**config.mk**
```make
export PLATFORM = sky130hd
export DESIGN_NAME = divider64b
export DESIGN_NICKNAME = d
export VERILOG_FILES = /design/src/rtl/divider64b_pkg.sv /design/src/rtl/adder64b.sv /design/src/rtl/divider64b.sv
export SDC_FILE = /design/constraint.sdc
export NUM_CORES = 1
export LEC_CHECK = 0
export CORE_ASPECT_RATIO = 1.2
export CORE_UTILIZATION = 62
export DETAILED_ROUTE_END_ITERATION = 7
export PLACE_DENSITY = 0.85
export SYNTH_ARGS = -nofsm -noshare
export SYNTH_HDL_FRONTEND = slang
export SYNTH_SLANG_ARGS = --single-unit
```
**constraint.sdc**
```tcl
create_clock -name clk -period 10.98 [get_ports clk]
set_clock_uncertainty 0.1 [all_clocks]
set_input_delay 2.196 -clock clk [delete_from_list [all_inputs] [get_ports clk]]
set_output_delay 2.196 -clock clk [all_outputs]
set_load 0.05 [all_outputs]
```
**src/rtl/divider64b_pkg.sv**
```systemverilog
// Shared constants, state encoding and helpers for the 64-bit iterative divider.
package divider64b_pkg;

    localparam int unsigned XLEN  = 64;
    localparam int unsigned ITERS = 64;
    localparam int unsigned CNT_W = 7;

    typedef enum logic [1:0] {
        IDLE = 2'd0,
        RUN  = 2'd1,
        FIX  = 2'd2,
        DONE = 2'd3
    } state_t;

    function automatic logic [XLEN-1:0] twos_neg(input logic [XLEN-1:0] x);
        return ~x + XLEN'(1);
    endfunction

endpackage

```
**src/rtl/adder64b.sv**
```systemverilog
// 64-bit adder/subtractor; with sub=1, c_o=1 means a >= b (no borrow).
module adder64b
    import divider64b_pkg::*;
(
    input  logic [XLEN-1:0] a,
    input  logic [XLEN-1:0] b,
    input  logic            sub,
    output logic [XLEN-1:0] sum_c,
    output logic            c_o
);

    logic [XLEN-1:0] b_eff;

    assign b_eff        = sub ? ~b : b;
    assign {c_o, sum_c} = {1'b0, a} + {1'b0, b_eff} + (XLEN + 1)'(sub);

endmodule

```
**src/rtl/divider64b.sv**
```systemverilog
// Iterative restoring divider: one quotient bit per cycle, RISC-V DIV/DIVU/REM/REMU results.
module divider64b
    import divider64b_pkg::*;
#(
    parameter int unsigned XLEN = 64
) (
    input  logic            clk,
    input  logic            rst,
    input  logic            start,
    input  logic            is_signed,
    input  logic [XLEN-1:0] a,
    input  logic [XLEN-1:0] b,
    output logic            busy,
    output logic            done,
    output logic [XLEN-1:0] q,
    output logic [XLEN-1:0] r
);

    state_t            state, state_n;
    logic [CNT_W-1:0]  cnt, cnt_n;
    logic [XLEN-1:0]   rem, rem_n;
    logic [XLEN-1:0]   dvd, dvd_n;
    logic [XLEN-1:0]   dvs, dvs_n;
    logic              neg_q, neg_q_n;
    logic              neg_r, neg_r_n;
    logic [XLEN-1:0]   q_n, r_n;
    logic              busy_n, done_n;

    logic [XLEN:0]     shifted_c;
    logic [XLEN-1:0]   diff_c;
    logic              no_borrow_c;
    logic              accept_c;
    logic              a_neg_c, b_neg_c;
    logic              overflow_c;

    // Dividend bits leave dvd from the top while quotient bits fill in from the bottom.
    assign shifted_c = {rem, dvd[XLEN-1]};

    adder64b u_trial_sub (
        .a     (shifted_c[XLEN-1:0]),
        .b     (dvs),
        .sub   (1'b1),
        .sum_c (diff_c),
        .c_o   (no_borrow_c)
    );

    assign accept_c   = shifted_c[XLEN] | no_borrow_c;
    assign a_neg_c    = is_signed & a[XLEN-1];
    assign b_neg_c    = is_signed & b[XLEN-1];
    assign overflow_c = is_signed && (a == {1'b1, {(XLEN-1){1'b0}}}) && (b == {XLEN{1'b1}});

    // Next-state, datapath and registered-output logic.
    always_comb begin
        state_n = state;
        cnt_n   = cnt;
        rem_n   = rem;
        dvd_n   = dvd;
        dvs_n   = dvs;
        neg_q_n = neg_q;
        neg_r_n = neg_r;
        q_n     = q;
        r_n     = r;
        busy_n  = 1'b0;
        done_n  = 1'b0;

        case (state)
            IDLE: begin
                if (start) begin
                    neg_q_n = a_neg_c ^ b_neg_c;
                    neg_r_n = a_neg_c;
                    dvd_n   = a_neg_c ? twos_neg(a) : a;
                    dvs_n   = b_neg_c ? twos_neg(b) : b;
                    rem_n   = '0;
                    cnt_n   = '0;
                    if (b == '0) begin
                        q_n     = '1;
                        r_n     = a;
                        state_n = DONE;
                        done_n  = 1'b1;
                    end else if (overflow_c) begin
                        q_n     = a;
                        r_n     = '0;
                        state_n = DONE;
                        done_n  = 1'b1;
                    end else begin
                        state_n = RUN;
                        busy_n  = 1'b1;
                    end
                end
            end

            RUN: begin
                busy_n = 1'b1;
                rem_n  = accept_c ? diff_c : shifted_c[XLEN-1:0];
                dvd_n  = {dvd[XLEN-2:0], accept_c};
                cnt_n  = cnt + CNT_W'(1);
                if (cnt == CNT_W'(ITERS - 1)) begin
                    state_n = FIX;
                end
            end

            FIX: begin
                q_n     = neg_q ? twos_neg(dvd) : dvd;
                r_n     = neg_r ? twos_neg(rem) : rem;
                state_n = DONE;
                done_n  = 1'b1;
            end

            DONE: begin
                state_n = IDLE;
            end

            default: begin
                state_n = IDLE;
            end
        endcase
    end

    // State and datapath registers.
    always_ff @(posedge clk) begin
        if (rst) begin
            state <= IDLE;
            cnt   <= '0;
            rem   <= '0;
            dvd   <= '0;
            dvs   <= '0;
            neg_q <= 1'b0;
            neg_r <= 1'b0;
            q     <= '0;
            r     <= '0;
            busy  <= 1'b0;
            done  <= 1'b0;
        end else begin
            state <= state_n;
            cnt   <= cnt_n;
            rem   <= rem_n;
            dvd   <= dvd_n;
            dvs   <= dvs_n;
            neg_q <= neg_q_n;
            neg_r <= neg_r_n;
            q     <= q_n;
            r     <= r_n;
            busy  <= busy_n;
            done  <= done_n;
        end
    end

endmodule
```
* After elaboration in Yosys (flattened, before gate mapping)
Index checks and enable logic that the tools add are counted. Widths: inputs -> output; s select.
Operators by class: reductions and logical operators 10, bitwise logic cells 9, $lt $le $gt $ge 0, muxes and demuxes 32, $mul 0, equality and inequality tests 9, add/subtract/negate cells 7, div/mod/pow operators 0, shift-type cells 0
Operators with widths (number):
- $mux 64 | 13
- $pmux 64 s2 | 4
- $not 64->64 | 5
- $add 64x1->64 const B | 4
- $eq 64x64->1 const B | 2
- $add 64x64->65 | 1
- $add 65x1->65 const B | 1
- $logic_not 64->1 | 1
- $pmux 7 s2 | 1
- $mux 2 | 4
- $pmux 2 s4 | 1
- $add 7x1->7 const B | 1
- $eq 7x6->1 const B | 1
- $mux 7 | 1
- $mux 1 | 6
- $reduce_and 2->1 | 3
- $eq 2x2->1 const B | 2
- $ne 2x2->1 const B | 2
- $pmux 1 s2 | 2
- $reduce_bool 2->1 | 2
- $ne 3x3->1 const B | 1
- $reduce_and 3->1 | 1
- $and 1x1->1 | 2
- $eq 2x1->1 const B | 1
- 4 further kinds | 5
Storage, ports and cells: bits in latches 0, bits in read-only memories 0, bits in writable memories 0, input port bits 132, memories kept 0, output and inout port bits 130, logic and storage cells 78, flip-flop bits (word level) 333

* Logic depth before layout (Yosys ltp)
Gate-level depths: netlist of the first run.
depth after elaboration 7, gate-level depth with buffers 15, depth with buffers taken out 13

* Cells and area by module
From an unflattened synthesis of the first run, not the netlist that was laid out.
Second synthesis, totals: cells, all modules 3295, area total of the unflattened synthesis 24857.6 µm²
Modules (own cells, without submodules):
- divider64b | cells an instance 2652, seq. area each 6666.4 µm², instances 1, area each 20377.0 µm²
- adder64b | cells an instance 643, seq. area each 0.0 µm², instances 1, area each 4480.5 µm²

* Worst setup path before layout of the first run
Ideal clock, no wire load.
kind in2reg, start point input port a[2], end point register r[23], data required time 10.748 ns, stages on the path 12, library setup time 0.132 ns, setup slack 5.785 ns, path buffers 3, arrival time 4.963 ns, path through clkbuf_1 nor4b_1 nand4_1 nor4_2 nand3_1 o31a_1 nor2_1 nor2_1 clkbuf_1 clkbuf_1 a221oi_1 nor3_1
On the way: word-level cells in the longest chain between the ends 5
Ends and longest elaborated chain:
- start, declared | RTL line divider64b.sv:11 | input logic [XLEN-1:0] a,
- $eq 64x64->1 | RTL line divider64b.sv:50 | assign overflow_c = is_signed && (a == {1'b1, {(XLEN-1){1'b0}}}) && (b == {XLEN{1'b1}});
- $logic_and 1x1->1 (2 in series) | RTL line divider64b.sv:50
- $ne 3x3->1 (no source line)
- $reduce_and 3->1 (no source line)
- end signal, assigned | RTL line divider64b.sv:142 | r <= r_n;
- end, declared | RTL line divider64b.sv:16 | output logic [XLEN-1:0] r
Every way passes these cells. A chain may end at the register's enable or synchronous reset.

* Worst setup path after layout of the first run
start point input port a[0], end point register q[48]
On the way: word-level cells in the longest chain between the ends 5
Ends and longest elaborated chain:
- $eq 64x64->1 | RTL line divider64b.sv:50
- $logic_and 1x1->1 (2 in series) | RTL line divider64b.sv:50
- $ne 3x3->1 (no source line)
- $reduce_and 3->1 (no source line)
- end signal, assigned | RTL line divider64b.sv:141 | q <= q_n;
- end, declared | RTL line divider64b.sv:15 | output logic [XLEN-1:0] q,
Every way passes these cells.

==> reports/metrics.yaml, run 1 <==
status:
  outcome: "finished clean"
sta:
  min_period_over_period: 0.6515
  finalCriticalPeriod_ns: 7.153
  setup_viol: 0
  worst-slew-pin-transition_ns: 1.155
  grt_setup_unrepaired: "false"
  finalMaxSlewViolations: 0
  relSlewSlack: 0.2302
  fmax_ghz: 0.1398
  hold_ws_ns: 0.3522
  hold_viol_final: 0
  setup_tns_ns: 0
power:
  p_leak_uw: 0.009908
  peakVddDrop_v: 0.0001918
  powerDensity_mw_per_mm2: 213.0
clocking:
  clockRootBuffer: "clkbuf_16"
  clk_pin_slew_worst_paths_ns: 0.05
  cts_tree: "yes"
  postCtsHoldBufs: 0
  clock-sinks: 333
  postCtsSetupRepairBufs: 0
  cts_buffers: 38
  cts_resized: 0
  cts_max_path_buffers: 3
  insertion_delay_ns: 0.56
  ctsHtreeMaxLevel: 2
floorplan:
  start_util: 0.6334
  die_h_um: 212.5
  io_pins: 262
  die_area_mm2: 0.03769
  die_w_um: 177.4
  num_rows: 76
  core_region_area_mm2: 0.03613
setup_path:
  worst_ep_required_time_ns: 11.26
  r2r_slack_ns: 5.75
  cp-start-kind: "input pin"
  reg2reg_to: "rem[3]$_SDFFE_PP0P_"
  critPathLaunch: "a[0]"
  r2r_start: "dvd[63]$_SDFFE_PP0P_"
  cp-end-kind: "register"
  worstPathArrival_ns: 7.43
  ff2ff_path_depth: 14
  criticalPathCategory: "input pin to register"
  critPathMaxFanout: 75
  setup.worst_path.end: "q[48]$_SDFFE_PP0P_"
min_path:
  holdPathStages: 2
  hp-class: "register to register"
synth:
  async_flop_share: 0
  yosysSeqAreaShare: 0.2913
  synth-main-ff-cell: "dfxtp_1"
  yosys.area.top_type: "dfxtp_1"
  ys_seq_elements: 333
  syn-num-nets: 3300
  avgSynthCellArea_um2: 7.398
  synth_edf_count: 0
  yosys.cell_count.top_type: "nand2_1"
  yosysWarningCount: 0
  synthCells: 3094
  synth_common_cells: "417 x nand2_1, 333 x dfxtp_1, 323 x nor2_1, 221 x a21oi_1, 208 x o21ai_0"
  yosys.cell_types.count: 70
  synth_top_area_share: 0.2913
  syn_area_mm2: 0.02289
  synth.top_cells.by_area: "dfxtp_1 29%, xnor2_1 7.3%, nand2_1 6.8%"
route:
  drt_iter0_drc: 2912
  drc: 0
  met1_length_um: 29600
  dr_wl_met2_um: 34280
  drt-pass1-iter-count: 8
  drt_wl_total_um: 73910
  viasPerCell: 6.491
  postRouteAntennaNets: 0
  routedWlPerCell_um: 20.01
  route.met3.wl_um: 6385
  vias: 23980
  highest_layer: "met4"
placement:
  hpwl_um: 54450
  gp_congestion: 0.9963
  port_buffers: 261
  place_area_mm2: 0.02551
finish:
  final_area_mm2: 0.02672
  antenna_cells: 0
  final_layout_size_suffix_gt1_frac: 0.03627
  nNetsFinal: 3403
  areaGrowthSynthToFinish_pct: 16.76
flow_run:
  drv_cap: 0
grt:
  grt_antenna_before_repair: 0
  grt_pass1_vias: 22370
  grt_pass1_wl_um: 117400
  grt.total_usage: 0.3868
  grt_max_degree: 133
  grt_overflow: 0
power by group:
part | total, µW | switching, µW | leakage, µW | internal (µW)
Clock | 1260 | 536 | 0.000609 | 723
Sequential | 1690 | 235 | 0.00271 | 1460
Combinational | 2740 | 1830 | 0.00658 | 913
Total | 5690 | 2600 | 0.00991 | 3100
cells in the final DEF, fill, tap and decap left out, types with 41 or more instances in the layout:
master / count
nand2_1: 417
dfxtp_1: 331
nor2_1: 320
clkdlybuf4s50_1: 260
a21oi_1: 221
o21ai_0: 208
xnor2_1: 190
nor3_1: 116
a211oi_1: 112
xor2_1: 110
inv_1: 102
ha_1: 71
a221oi_1: 60
o31ai_1: 57
mux2i_1: 56
nand4_1: 46
a21o_1: 41
registers in the layout (all words and copies together), names as in the netlist:
name	count
busy	1
cnt	7
done	1
dvd	64
dvs	64
neg_q	1
neg_r	1
q	64
r	64
rem	64
state	2
per-stage QoR:
step                      power [µW]    util  std cells  setup slack [ns]
final                           5693  0.7396       3694             3.827
after global routing            6002  0.7396       3694             3.394
after CTS                       5648  0.7396       3694             3.992
after detailed placement        4393  0.7059       3625             3.446
after global placement          4324  0.7059       3625             3.729
after floorplan                 3605       -       3094             5.785
layer usage:
metal,up-vias,global-route usage
met1,11150,0.4864
met4,0,0.1989
met5,-,0
li1,11370,-
met2,1218,0.6386
met3,238,0.05830
logic make-up after synthesis:
group,share of synthesized area
simple gates,0.2166
compound gates,0.2579
flops,0.2913
buf+inv,0.05417
xor+xnor,0.1148
fa+ha+maj,0.04078
mux,0.02449
worst min path at each step:
stage | start | end | slack (ns)
6_report | dvs[50]$_SDFFE_PP0P_ | dvs[50]$_SDFFE_PP0P_ | 0.35
5_1_grt | dvs[50]$_SDFFE_PP0P_ | dvs[50]$_SDFFE_PP0P_ | 0.38
4_1_cts | dvs[50]$_SDFFE_PP0P_ | dvs[50]$_SDFFE_PP0P_ | 0.35
3_5_place_dp | dvs[62]$_SDFFE_PP0P_ | dvs[62]$_SDFFE_PP0P_ | 0.35
3_3_place_gp | q[6]$_SDFFE_PP0P_ | q[6]$_SDFFE_PP0P_ | 0.34
2_1_floorplan | dvs[30]$_SDFFE_PP0P_ | dvs[30]$_SDFFE_PP0P_ | 0.33
cell type report:
type	instances	area, µm²
sequential	333	6669
tap	468	585.6
fill	2898	9410
timing repair buffer	283	2794
multi-input combinational	2439	15080
inverter	102	382.9
clock buffer	51	1050
clock inverter	18	166.4
critical path: stages:
cell             delay [ns]
clkdlybuf4s50_1        0.53
inv_1                  0.11
ha_1                   0.18
nor4b_1                0.55
nand4_1                0.43
nor4_2                 0.82
nand3_1                0.38
o31a_1                 0.45
nor2_1                 0.24
nor2_4                 0.04
buf_4                  0.40
nor2_1                 0.92
a211oi_1               0.18
No activity file was read; power rests on OpenSTA's default activity.
==> run 2, diff against run 1 <==
Settings changed: CORE_UTILIZATION 62 to 52, PLACE_DENSITY 0.85 to 0.76.
Clock period 10.98 ns to 6 ns, I/O delays scaled along.
==> reports/metrics.yaml, run 2 (same netlist as run 1, synthesis figures left out) <==
grt:
  grt.total_usage: 0.3332  # -0.05362
  grt_overflow: 0  # unchanged
  grt_max_degree: 156  # +17%
  grt_antenna_before_repair: 2  # +2
  grt_pass1_wl_um: 121500  # +3.4%
  grt_pass1_vias: 22250  # -0.57%
sta:
  min_period_over_period: 0.8552
  worst-slew-pin-transition_ns: 1.154  # -0.0002590 ns
  fmax_ghz: 0.1949
  setup_tns_ns: 0  # unchanged
  setup_viol: 0  # unchanged
  finalCriticalPeriod_ns: 5.131
  relSlewSlack: 0.2304  # about the same
  finalMaxSlewViolations: 0  # unchanged
  grt_setup_unrepaired: "false"
  hold_viol_final: 0  # unchanged
power:
  p_int_uw: 5668  # +83%
  swShare: 0.4560  # about the same
  p_switching_uw: 4750  # +83%
  clkPwrFrac: 0.215  # -0.006
  p_comb_frac: 0.486  # +0.005
  p_total_uw: 10420  # +83%
  peakVddDrop_v: 0.0002635  # +37%
  powerDensity_mw_per_mm2: 386.4  # +81%
  power_frac_seq: 0.299  # about the same
  p_leak_uw: 0.009989  # +0.81%
clocking:
  cts_tree: "yes"
  cts_max_path_buffers: 3  # unchanged
  clk_pin_slew_worst_paths_ns: 0.06  # about the same
  ctsHtreeMaxLevel: 2  # unchanged
  clockRootBuffer: "clkbuf_16"
  cts_resized: 0  # unchanged
  postCtsHoldBufs: 0  # unchanged
  cts_buffers: 36  # -5.3%
  insertion_delay_ns: 0.54  # -0.02 ns
  clock-sinks: 333  # unchanged
  postCtsSetupRepairBufs: 0  # unchanged
route:
  drt_iter0_drc: 1990  # -32%
  drt-pass1-iter-count: 8  # unchanged
  drt_wl_total_um: 76300  # +3.2%
  vias: 23490  # -2.0%
  routedWlPerCell_um: 20.14  # +0.63%
  viasPerCell: 6.200  # -4.5%
  postRouteAntennaNets: 0  # unchanged
  drc: 19  # +19
setup_path:
  cp-end-kind: "register"
  criticalPathCategory: "input pin to register"
  critical_path.cell_chain: "clkdlybuf4s50_1, inv_1, ha_1, nor4b_1, nand4_1, nor4_2, nand3_1, o31a_1, o22ai_4, buf_12, buf_4, nor2_1, a211oi_1"
  slowest_stage: "nor4_2"
  worst_ep_required_time_ns: 6.35  # -4.91 ns
  critPathMaxFanout: 79  # +5.3%
  worstPathArrival_ns: 5.48  # -1.95 ns
  cp.depth: 13  # unchanged
  crit_family: "simple AND/OR/NAND/NOR gates"
  cp-start-kind: "input pin"
  cp_num_buf_inv: 4  # +1
  ff2ff_path_depth: 15  # +1
  crit_path_max_incr_delay_ns: 0.59  # -0.33 ns
finish:
  final_common_cell: "nand2_1"
  fin_util: 0.6256  # -0.1139
  nNetsFinal: 3417  # +0.41%
  antenna_cells: 0  # unchanged
  post_layout_nonfiller_instances: 3789  # +2.6%
  areaGrowthSynthToFinish_pct: 17.80
  final_cell_mix: "417 x nand2_1, 331 x dfxtp_1, 320 x nor2_1"
  final_layout_size_suffix_gt1_frac: 0.04078  # +0.004511
min_path:
  hp-class: "register to register"
  holdPathStages: 2  # unchanged
floorplan:
  die_area_mm2: 0.04486  # +19%
  io_pins: 262  # unchanged
  num_rows: 83  # +9.2%
  die_h_um: 231.8  # +9.1%
  core_region_area_mm2: 0.04310  # +19%
  die_w_um: 193.5  # +9.1%
  start_util: 0.5311  # -0.1023
placement:
  gp_congestion: 0.9944  # -0.19%
  hpwl_um: 58100  # +6.7%
  port_buffers: 261  # unchanged
  dp.cells: 3725  # +2.8%
flow_run:
  drv_cap: 0  # unchanged
status:
  violations: "design-rule violations"
  outcome: "finished, violations left"
==> run 2: cell types whose count changed in the layout (fill, tap and decap cells not counted), sizes merged <==
cell | previous run | this run
buf | 22 | 38
clkinvlp | 0 | 1
clkinv | 14 | 10
bufinv | 2 | 1
clkbuf | 52 | 51
==> run 2: layer usage <==
metal	wire length [µm]	track usage
met1	32320	0.4226
met2	36020	0.5654
met3	4795	0.04096
met4	3145	0.1508
met5	23	0
==> run 2: layout make-up <==
type                       instances  area [µm²]
sequential                       333        6669
inverter                         102       382.9
clock inverter                    14       115.1
multi-input combinational       2439       15080
fill                            3913       16130
tap                              552       690.7
timing repair buffer             299        2964
clock buffer                      50        1065
==> run 2: final timing paths <==
path / start / to / slack, ns
max: a[1] / q[18]$_SDFFE_PP0P_ / 0.87
min: q[20]$_SDFFE_PP0P_ / q[20]$_SDFFE_PP0P_ / 0.36
max reg2reg: dvd[63]$_SDFFE_PP0P_ / rem[0]$_SDFFE_PP0P_ / 1.15
min reg2reg: q[20]$_SDFFE_PP0P_ / q[20]$_SDFFE_PP0P_ / 0.36
==> run 2: through the flow <==
stage	cell area [µm²]	hold WS, ns	setup WS, ns
floorplan	22890	0.3319	1.801
global placement	25780	0.3418	0.6361
detailed placement	25780	0.3453	0.4314
CTS	26960	0.3538	0.9879
global route	26960	0.3812	0.7366
finish	26960	0.3550	0.8686
==> run 2: power by group through the flow <==
| stage | clock network (µW) | registers [µW] | logic, µW |
|---|---|---|---|
| floorplan | 0 | 3670 | 2930 |
| global placement | 0 | 3130 | 4930 |
| detailed placement | 0 | 3150 | 5000 |
| CTS | 2270 | 3110 | 5020 |
| global route | 2360 | 3170 | 5480 |
| finish | 2240 | 3110 | 5060 |
==> run 2: worst reg2reg max path, cell delays in order (launching register included) <==
cell,delay (ns)
dfxtp_1,0.35
inv_1,0.16
ha_1,0.31
fa_1,0.43
nand2b_1,0.18
a21oi_1,0.22
o311ai_0,0.17
buf_4,0.17
o21ai_1,0.34
a31o_2,0.28
o41a_1,0.31
a31oi_1,0.25
a32oi_4,0.64
buf_12,0.37
mux2i_1,0.37
a22o_1,0.16
==> run 3, diff against run 2 <==
Settings changed: SETUP_SLACK_MARGIN set to 0.4.
==> results of run 3 <==
Final layout, timing and power as in run 2 (identical DEF).
